## config.mk

```make
export PLATFORM = sky130hd
export DESIGN_NAME = screen_sequencer
export DESIGN_NICKNAME = d
export VERILOG_FILES = /design/src/rtl/screen_sequencer.sv
export SDC_FILE = /design/constraint.sdc
export NUM_CORES = 1
export LEC_CHECK = 0
export ABC_AREA = 1
export BUFFER_PORTS_ARGS = -buffer_cell sky130_fd_sc_hd__buf_4
export CORE_MARGIN = 2
export CORE_UTILIZATION = 48
export CTS_BUF_LIST = sky130_fd_sc_hd__clkbuf_16
export CTS_CLUSTER_DIAMETER = 50
export DETAILED_ROUTE_END_ITERATION = 12
export PLACE_DENSITY = 0.8
export SLEW_MARGIN = 20
export SYNTH_ARGS = -nofsm -noshare
export SYNTH_HDL_FRONTEND = slang
export SYNTH_SLANG_ARGS = --single-unit
```

## constraint.sdc

```tcl
create_clock -name clk -period 1.7 [get_ports clk]
set_input_delay 0.17 -clock clk [delete_from_list [all_inputs] [get_ports clk]]
set_output_delay 0.17 -clock clk [all_outputs]
set_load 0.02 [all_outputs]
```

## src/rtl/screen_sequencer.sv

```systemverilog
// Game-flow controller: title/play/win/lose sequencing, score and timer, frame-aligned screen select.
// Optional AUTO_RETURN_EN: result screens fall back to title after RESULT_FRAMES frames.
module screen_sequencer #(
  parameter int FRAMES_PER_SEC = 60,
  parameter int GAME_SECONDS   = 30,
  parameter int WIN_SCORE      = 10,
  parameter int RESULT_FRAMES  = 180
) (
  input  logic        clk,
  input  logic        reset,
  input  logic        vsync,
  input  logic        start_btn,
  input  logic        hit_pulse,
  input  logic [11:0] rgb_title,
  input  logic [11:0] rgb_play,
  input  logic [11:0] rgb_win,
  input  logic [11:0] rgb_lose,
  output logic [11:0] rgb,
  output logic [1:0]  screen,
  output logic        game_active,
  output logic [6:0]  score,
  output logic [5:0]  seconds_left
);

  if (GAME_SECONDS < 1 || GAME_SECONDS > 63) begin : g_bad_secs
    $error("GAME_SECONDS out of range");
  end
  if (WIN_SCORE < 1 || WIN_SCORE > 127) begin : g_bad_score
    $error("WIN_SCORE out of range");
  end
  if (FRAMES_PER_SEC < 1 || RESULT_FRAMES < 1) begin : g_bad_frames
    $error("FRAMES_PER_SEC and RESULT_FRAMES must be positive");
  end

  localparam int FW = (FRAMES_PER_SEC > 1) ? $clog2(FRAMES_PER_SEC) : 1;

  typedef enum logic [1:0] {TITLE = 2'd0, PLAY = 2'd1, WIN = 2'd2, LOSE = 2'd3} state_t;

  state_t        state, state_n;
  logic          vsync_q, start_q, start_req, start_req_n;
  logic [FW-1:0] frame_cnt, frame_cnt_n;
  logic [6:0]    score_n, score_inc;
  logic [5:0]    seconds_n;
  logic          frame_tick, start_rise, sec_wrap;

  assign frame_tick  = vsync_q & ~vsync;
  assign start_rise  = start_btn & ~start_q;
  assign score_inc   = (score == 7'd127) ? score : score + 7'd1;
  assign sec_wrap    = frame_tick && (frame_cnt == FW'(FRAMES_PER_SEC - 1));
  assign game_active = (state == PLAY);

`ifdef AUTO_RETURN_EN
  localparam int RW = (RESULT_FRAMES > 1) ? $clog2(RESULT_FRAMES) : 1;
  logic [RW-1:0] result_cnt, result_cnt_n;
`endif

  always_comb begin
    state_n     = state;
    score_n     = score;
    seconds_n   = seconds_left;
    frame_cnt_n = frame_cnt;
`ifdef AUTO_RETURN_EN
    result_cnt_n = result_cnt;
`endif
    case (state)
      TITLE: begin
        if (frame_tick && (start_req || start_rise)) begin
          state_n     = PLAY;
          score_n     = '0;
          seconds_n   = 6'(GAME_SECONDS);
          frame_cnt_n = '0;
        end
      end
      PLAY: begin
`ifdef AUTO_RETURN_EN
        result_cnt_n = '0;
`endif
        if (hit_pulse) score_n = score_inc;
        if (sec_wrap) begin
          frame_cnt_n = '0;
          seconds_n   = seconds_left - 6'd1;
        end else if (frame_tick) begin
          frame_cnt_n = frame_cnt + FW'(1);
        end
        // A winning hit beats a simultaneous timer expiry; the decrement still lands.
        if (hit_pulse && score_inc >= 7'(WIN_SCORE)) state_n = WIN;
        else if (sec_wrap && seconds_left == 6'd1)   state_n = LOSE;
      end
      default: begin
        if (frame_tick && start_req) state_n = TITLE;
`ifdef AUTO_RETURN_EN
        if (frame_tick) begin
          if (result_cnt == RW'(RESULT_FRAMES - 1)) state_n = TITLE;
          else result_cnt_n = result_cnt + RW'(1);
        end
`endif
      end
    endcase

    start_req_n = start_req;
    if (state_n != state)                 start_req_n = 1'b0;
    else if (state != PLAY && start_rise) start_req_n = 1'b1;
  end

  always_ff @(posedge clk) begin
    if (reset) begin
      state        <= TITLE;
      vsync_q      <= 1'b1;
      start_q      <= 1'b0;
      start_req    <= 1'b0;
      frame_cnt    <= '0;
      score        <= '0;
      seconds_left <= 6'(GAME_SECONDS);
      screen       <= 2'd0;
      rgb          <= '0;
`ifdef AUTO_RETURN_EN
      result_cnt   <= '0;
`endif
    end else begin
      state        <= state_n;
      vsync_q      <= vsync;
      start_q      <= start_btn;
      start_req    <= start_req_n;
      frame_cnt    <= frame_cnt_n;
      score        <= score_n;
      seconds_left <= seconds_n;
      // Screen follows state only at frame boundaries so no frame mixes two screens.
      if (frame_tick) screen <= state;
      case (screen)
        2'd0:    rgb <= rgb_title;
        2'd1:    rgb <= rgb_play;
        2'd2:    rgb <= rgb_win;
        default: rgb <= rgb_lose;
      endcase
`ifdef AUTO_RETURN_EN
      result_cnt   <= result_cnt_n;
`endif
    end
  end

endmodule

```

==> metrics.txt, run 1 <==
register-to-register setup slack 0.15 ns; Yosys cell types 30; synthesized net count 356; clock skew 0.00163 ns; Yosys warning total 0; register bit total from synthesis 38; Hold Crit Class in2reg; DRT Pass-1 Iters 4; Avg Cell Area, Syn 6.85 µm²; fin cells 433; Worst Tran Pin Value 0.843 ns; CP Capture Type flop; Tot GR Track Use 0.225; CTS root buf clkbuf_16; Power, Total 2440 µW; Final Critical Period 1.55 ns; initial antenna violation count 0; TNS Setup 0 ns; drt wl/cell 12.7 µm; EDFF count, synth 0; RSZ-0062 raised after global routing no; vias in the first global route 2104; final setup violation count 0; nets 439; CTS buffer count 5; startpoint types flop; routability cong. 0.891; register clock-pin slew on the reported worst setup and hold paths 0.06 ns; core footprint 4060 µm²; DR iter-0 viols 93; CTS tree yes; required time worst endpoint 1.86 ns; P per Cell Area 851 nW/µm²; ANT nets after route 0; final period utilization 0.913; port bufs 80; first-pass GRT wire length 8.87 mm; Mapped Area 2050 µm²; Final Util 0.708; # Max-Cap Violations 0; Std-Cell Rows 23; fmax 644 MHz; Die Ht 69.3 µm; Final Hold Viols 0; CP Class reg2reg; total grt overflow 0; synthesis-to-finish area growth 40.4%; post-CTS setup buffer count 0; ANT cells 0; CTS Buffer Depth 2; sequential share of the synthesized area 0.372; Vias 2249; Die W 69.3 µm; FFs w/ async S/R, synth 0; status completed; Initial Util 0.504; clock latency on the worst-skew pair 0.28 ns; layout cell share with drive strength beyond 1 0.311; hold buffers post-CTS 0; routed wire length 5.50 mm; H-Tree Depth 2; Slew Limit Fails 0; worst vdd ir 0.000457 V; Mapped Cells 299; predominant post-synthesis flop cell dfxtp_1; drt drc 0; CTS sink cnt 38; Inst Count DP 425; Crit Path Max Fanout 7; FILL cells 365; Relative slew margins 0.436; area of the die 4800 µm²; # IOs 81; hpwl dp 4.20 mm; Critical Path AT 1.72 ns; Vias/cell 5.19; Lkg Pwr 0.00141 µW; Hold WS 0.0719 ns; pin count of the biggest net entering global routing 22; post_cts resized 0
cells by family after synthesis:
logic type                 after synthesis  share of synthesized area
AOI/OAI and AO/OA                       51                      0.152
buffers and inverters                   52                     0.0978
adders and majority gates                4                     0.0245
DFF                                     38                      0.372
xor gates and xnor gates                 3                     0.0128
and+or+nand+nor                        151                      0.342
synth_stat cells, drive strengths merged (3+ instances only):
cell	count	share of area
ha	4	0.024
nand3	34	0.086
a21oi	18	0.051
dfxtp	38	0.37
nor3b	3	0.018
nor2	27	0.059
nor3	4	0.012
nand2	80	0.16
o211ai	14	0.051
inv	44	0.081
o21ai	17	0.042
clkbuf	6	0.011
sequential cells by signal, summed over array words and instances, names as in the netlist:
name / cells
screen: 2
seconds_left: 6
start_req: 1
state: 2
vsync_q: 1
rgb: 12
frame_cnt: 6
score: 7
start_q: 1
worst max-delay path, cell delays in order (launching register included):
cell and delay, ns:
dfxtp_1 0.36, ha_1 0.19, nand3_1 0.08, nor2_1 0.09, nand2_1 0.10, a21oi_4 0.24, nand3_1 0.13, a21oi_1 0.15
o21ai_1 0.08
per-stage QoR:
step	worst slack, ns	instance area [µm²]
floorplan	0.0836	2050
global placement	0.200	2710
detailed placement	0.152	2710
CTS	0.145	2870
global route	0.0120	2870
finish	0.147	2870
worst paths after layout:
path | to | cells past startpoint | start
worst max-delay path | seconds_left[3]$_SDFFE_PP1P_ | 8 | frame_cnt[0]$_SDFFE_PP0P_
worst min-delay path | vsync_q$_SDFF_PP1_ | 3 | vsync
worst max register to register | seconds_left[3]$_SDFFE_PP1P_ | 8 | frame_cnt[0]$_SDFFE_PP0P_
worst min register to register | frame_cnt[1]$_SDFFE_PP0P_ | 2 | frame_cnt[1]$_SDFFE_PP0P_
cell type report:
cell class,count,area [µm²],area share
Clock buffer,5,125,0.0435
Clock inverter,3,40.0,0.0139
Inverter,44,165,0.0575
Multi-Input combinational cell,209,1090,0.379
Sequential cell,38,762,0.265
Tap cell,50,62.6,0.0218
Timing Repair Buffer,84,631,0.219
layer usage:
metal	track usage	up-vias	part of all wire
li1	-	1137	-
met1	0.248	1027	0.41
met2	0.409	73	0.51
met3	0.0756	12	0.064
met4	0.0632	0	0.014
met5	0	-	0
placed cells by master, fill, tap and decap left out, drive strengths merged:
cell / Yosys / layout
buf: 2 / 84
nand2: 80 / 80
inv: 44 / 44
dfxtp: 38 / 38
nand3: 34 / 34
nor2: 27 / 27
a21oi: 18 / 18
o21ai: 17 / 17
o211ai: 14 / 14
clkbuf: 6 / 5
nor3: 4 / 4
ha: 4 / 4
nor3b: 3 / 3
xor2: 2 / 2
nand4: 2 / 2
clkinv: 0 / 2
a211oi: 1 / 1
o21bai: 1 / 1
xnor2: 1 / 1
nand3b: 1 / 1
bufinv: 0 / 1
report_power, final:
group          switching [µW]  internal, µW  leakage (µW)
combinational             242           200       0.00102
clock                     356           686     0.0000836
sequential               22.8           938      0.000312
total                     621          1820       0.00141
No activity file was read; power rests on OpenSTA's default activity.
==> run 2: changes to the inputs <==
--- a/config.mk
+++ b/config.mk
@@ -13,6 +13,7 @@
 export CTS_CLUSTER_DIAMETER = 50
 export DETAILED_ROUTE_END_ITERATION = 12
 export PLACE_DENSITY = 0.8
+export RECOVER_POWER = 50
 export SLEW_MARGIN = 20
 export SYNTH_ARGS = -nofsm -noshare
 export SYNTH_HDL_FRONTEND = slang
==> run 2 against run 1 <==
Net effect: fmax up 0.31%; combinational power down 7.0%; critical path depth unchanged; flip-flop and latch count unchanged; critical path type unchanged; largest cell class unchanged.
==> metrics.txt, run 2 (synthesis gave the netlist of run 1 again) <==
hold depth 3; Comb power frac 0.170; status completed; Setup WS post-layout 0.152 ns; fmax 646 MHz; clock skew 0.00177 ns; Initial Util 0.504; Largest register FFs 12; pin count of the biggest net entering global routing 22; drt drc 0; Final Critical Period 1.55 ns; register clock-pin slew on the reported worst setup and hold paths 0.06 ns; CP Capture Type flop; FILL cells 387; ANT nets after route 0; commonest non-fill, non-tap cell in the layout nand2_1; required time worst endpoint 1.87 ns; synthesis-to-finish area growth 35.3%; Final Hold Viols 0; vias in the first global route 2104; nets 439; Die Ht 69.3 µm; fin cells 433; post_cts resized 0; DRT Pass-1 Iters 5; CTS tree yes; layout cell share with drive strength beyond 1 0.238; Power, Total 2410 µW; Slew Limit Fails 0; H-Tree Depth 2; clock latency on the worst-skew pair 0.28 ns; port bufs 80; final setup violation count 0; total grt overflow 0; # Max-Cap Violations 0; CTS sink cnt 38; CTS buffer count 5; area of the die 4800 µm²; commonest non-fill, non-tap cells in the layout 74 x nand2_1, 57 x buf_4, 38 x inv_1; Crit Path Max Fanout 7; Vias/cell 5.22; post-CTS setup buffer count 0; Inst Count DP 425; DP Worst Slack 0.152 ns; R2R Path Start frame_cnt[0]$_SDFFE_PP0P_; startpoint types flop; Hold Crit Endpoint vsync_q$_SDFF_PP1_; initial antenna violation count 0; register-to-register setup slack 0.15 ns; Flop pwr share 0.398; Std-Cell Rows 23; switching share of power 0.257; Hold Startpoint vsync; Tot GR Track Use 0.225; routability cong. 0.891; cells on worst reg2reg path 8; Relative slew margins 0.428; Vias 2261; CTS root buf clkbuf_16; ANT cells 0; final period utilization 0.910; TNS Setup 0 ns; DR iter-0 viols 117; core footprint 4060 µm²; Worst Tran Pin Value 0.855 ns; Critical Path AT 1.71 ns; Reg with most FFs rgb; worst vdd ir 0.000444 V; Clock Power Share 0.432; drt wl/cell 12.6 µm; Worst R2R End seconds_left[3]$_SDFFE_PP1P_; top flop regs rgb x12, score x7; hpwl dp 4.20 mm; P per Cell Area 872 nW/µm²; # IOs 81; first-pass GRT wire length 8.87 mm; hold buffers post-CTS 0; routed wire length 5.47 mm; Die W 69.3 µm; CTS Buffer Depth 2; CP Class reg2reg; Lkg Pwr 0.00131 µW; RSZ-0062 raised after global routing no; Pint 1790 µW; Switching Power 619 µW; Hold Crit Class in2reg
run 2: cell count changes in the layout (fill, tap and decap cells not counted):
cell,delta
nor2_2,+1
inv_1,+2
inv_2,-2
buf_4,-27
nor2_4,-1
clkbuf_1,+26
clkbuf_2,+1
run 2: worst max-delay path: stages (launching register included):
cell	delay (ns)
dfxtp_1	0.36
ha_1	0.19
nand3_1	0.08
nor2_1	0.09
nand2_1	0.10
a21oi_4	0.24
nand3_1	0.13
a21oi_1	0.15
o21ai_1	0.08
run 2: per-stage QoR:
stage / utilization / hold slack [ns] / instance area, µm²
4_1_cts: 0.707 / 0.0709 / 2870
6_report: 0.682 / 0.0722 / 2770
3_5_place_dp: 0.667 / 0.361 / 2710
2_1_floorplan: - / 0.248 / 2050
5_1_grt: 0.682 / 0.0759 / 2770
3_3_place_gp: 0.667 / 0.355 / 2710
run 2: cell type report:
class	instances	area, µm²	share of cell area
multi-input combinational	209	1080	0.391
sequential	38	762	0.275
timing repair buffer	84	531	0.192
inverter	44	165	0.0596
clock buffer	5	125	0.0452
tap	50	62.6	0.0226
clock inverter	3	40.0	0.0145
run 2: worst max-delay path by stage:
stage | from | cells after the start | end | slack [ns]
after floorplan | score[1]$_SDFFE_PP0P_ | 12 | state[1]$_SDFF_PP0_ | 0.08
after detailed placement | score[0]$_SDFFE_PP0P_ | 12 | state[1]$_SDFF_PP0_ | 0.15
after global routing | frame_cnt[1]$_SDFFE_PP0P_ | 8 | seconds_left[3]$_SDFFE_PP1P_ | 0.01
after global placement | score[0]$_SDFFE_PP0P_ | 12 | state[1]$_SDFF_PP0_ | 0.20
final | frame_cnt[0]$_SDFFE_PP0P_ | 8 | seconds_left[3]$_SDFFE_PP1P_ | 0.15
after CTS | score[0]$_SDFFE_PP0P_ | 12 | state[1]$_SDFF_PP0_ | 0.15
run 2: power groups by stage:
stage	Clock (µW)	Combinational [µW]	Sequential [µW]
finish	1040	411	959
floorplan	0	192	1020
global placement	0	436	977
detailed placement	0	443	978
global route	1100	451	965
CTS	1060	444	959
run 2: routing by layer:
layer | global-route usage | vias to the layer above | routed length, µm
met4 | 0.0632 | 0 | 93
met1 | 0.248 | 1041 | 2270
met3 | 0.0756 | 12 | 317
li1 | - | 1137 | -
met2 | 0.409 | 71 | 2790
met5 | 0 | - | 0
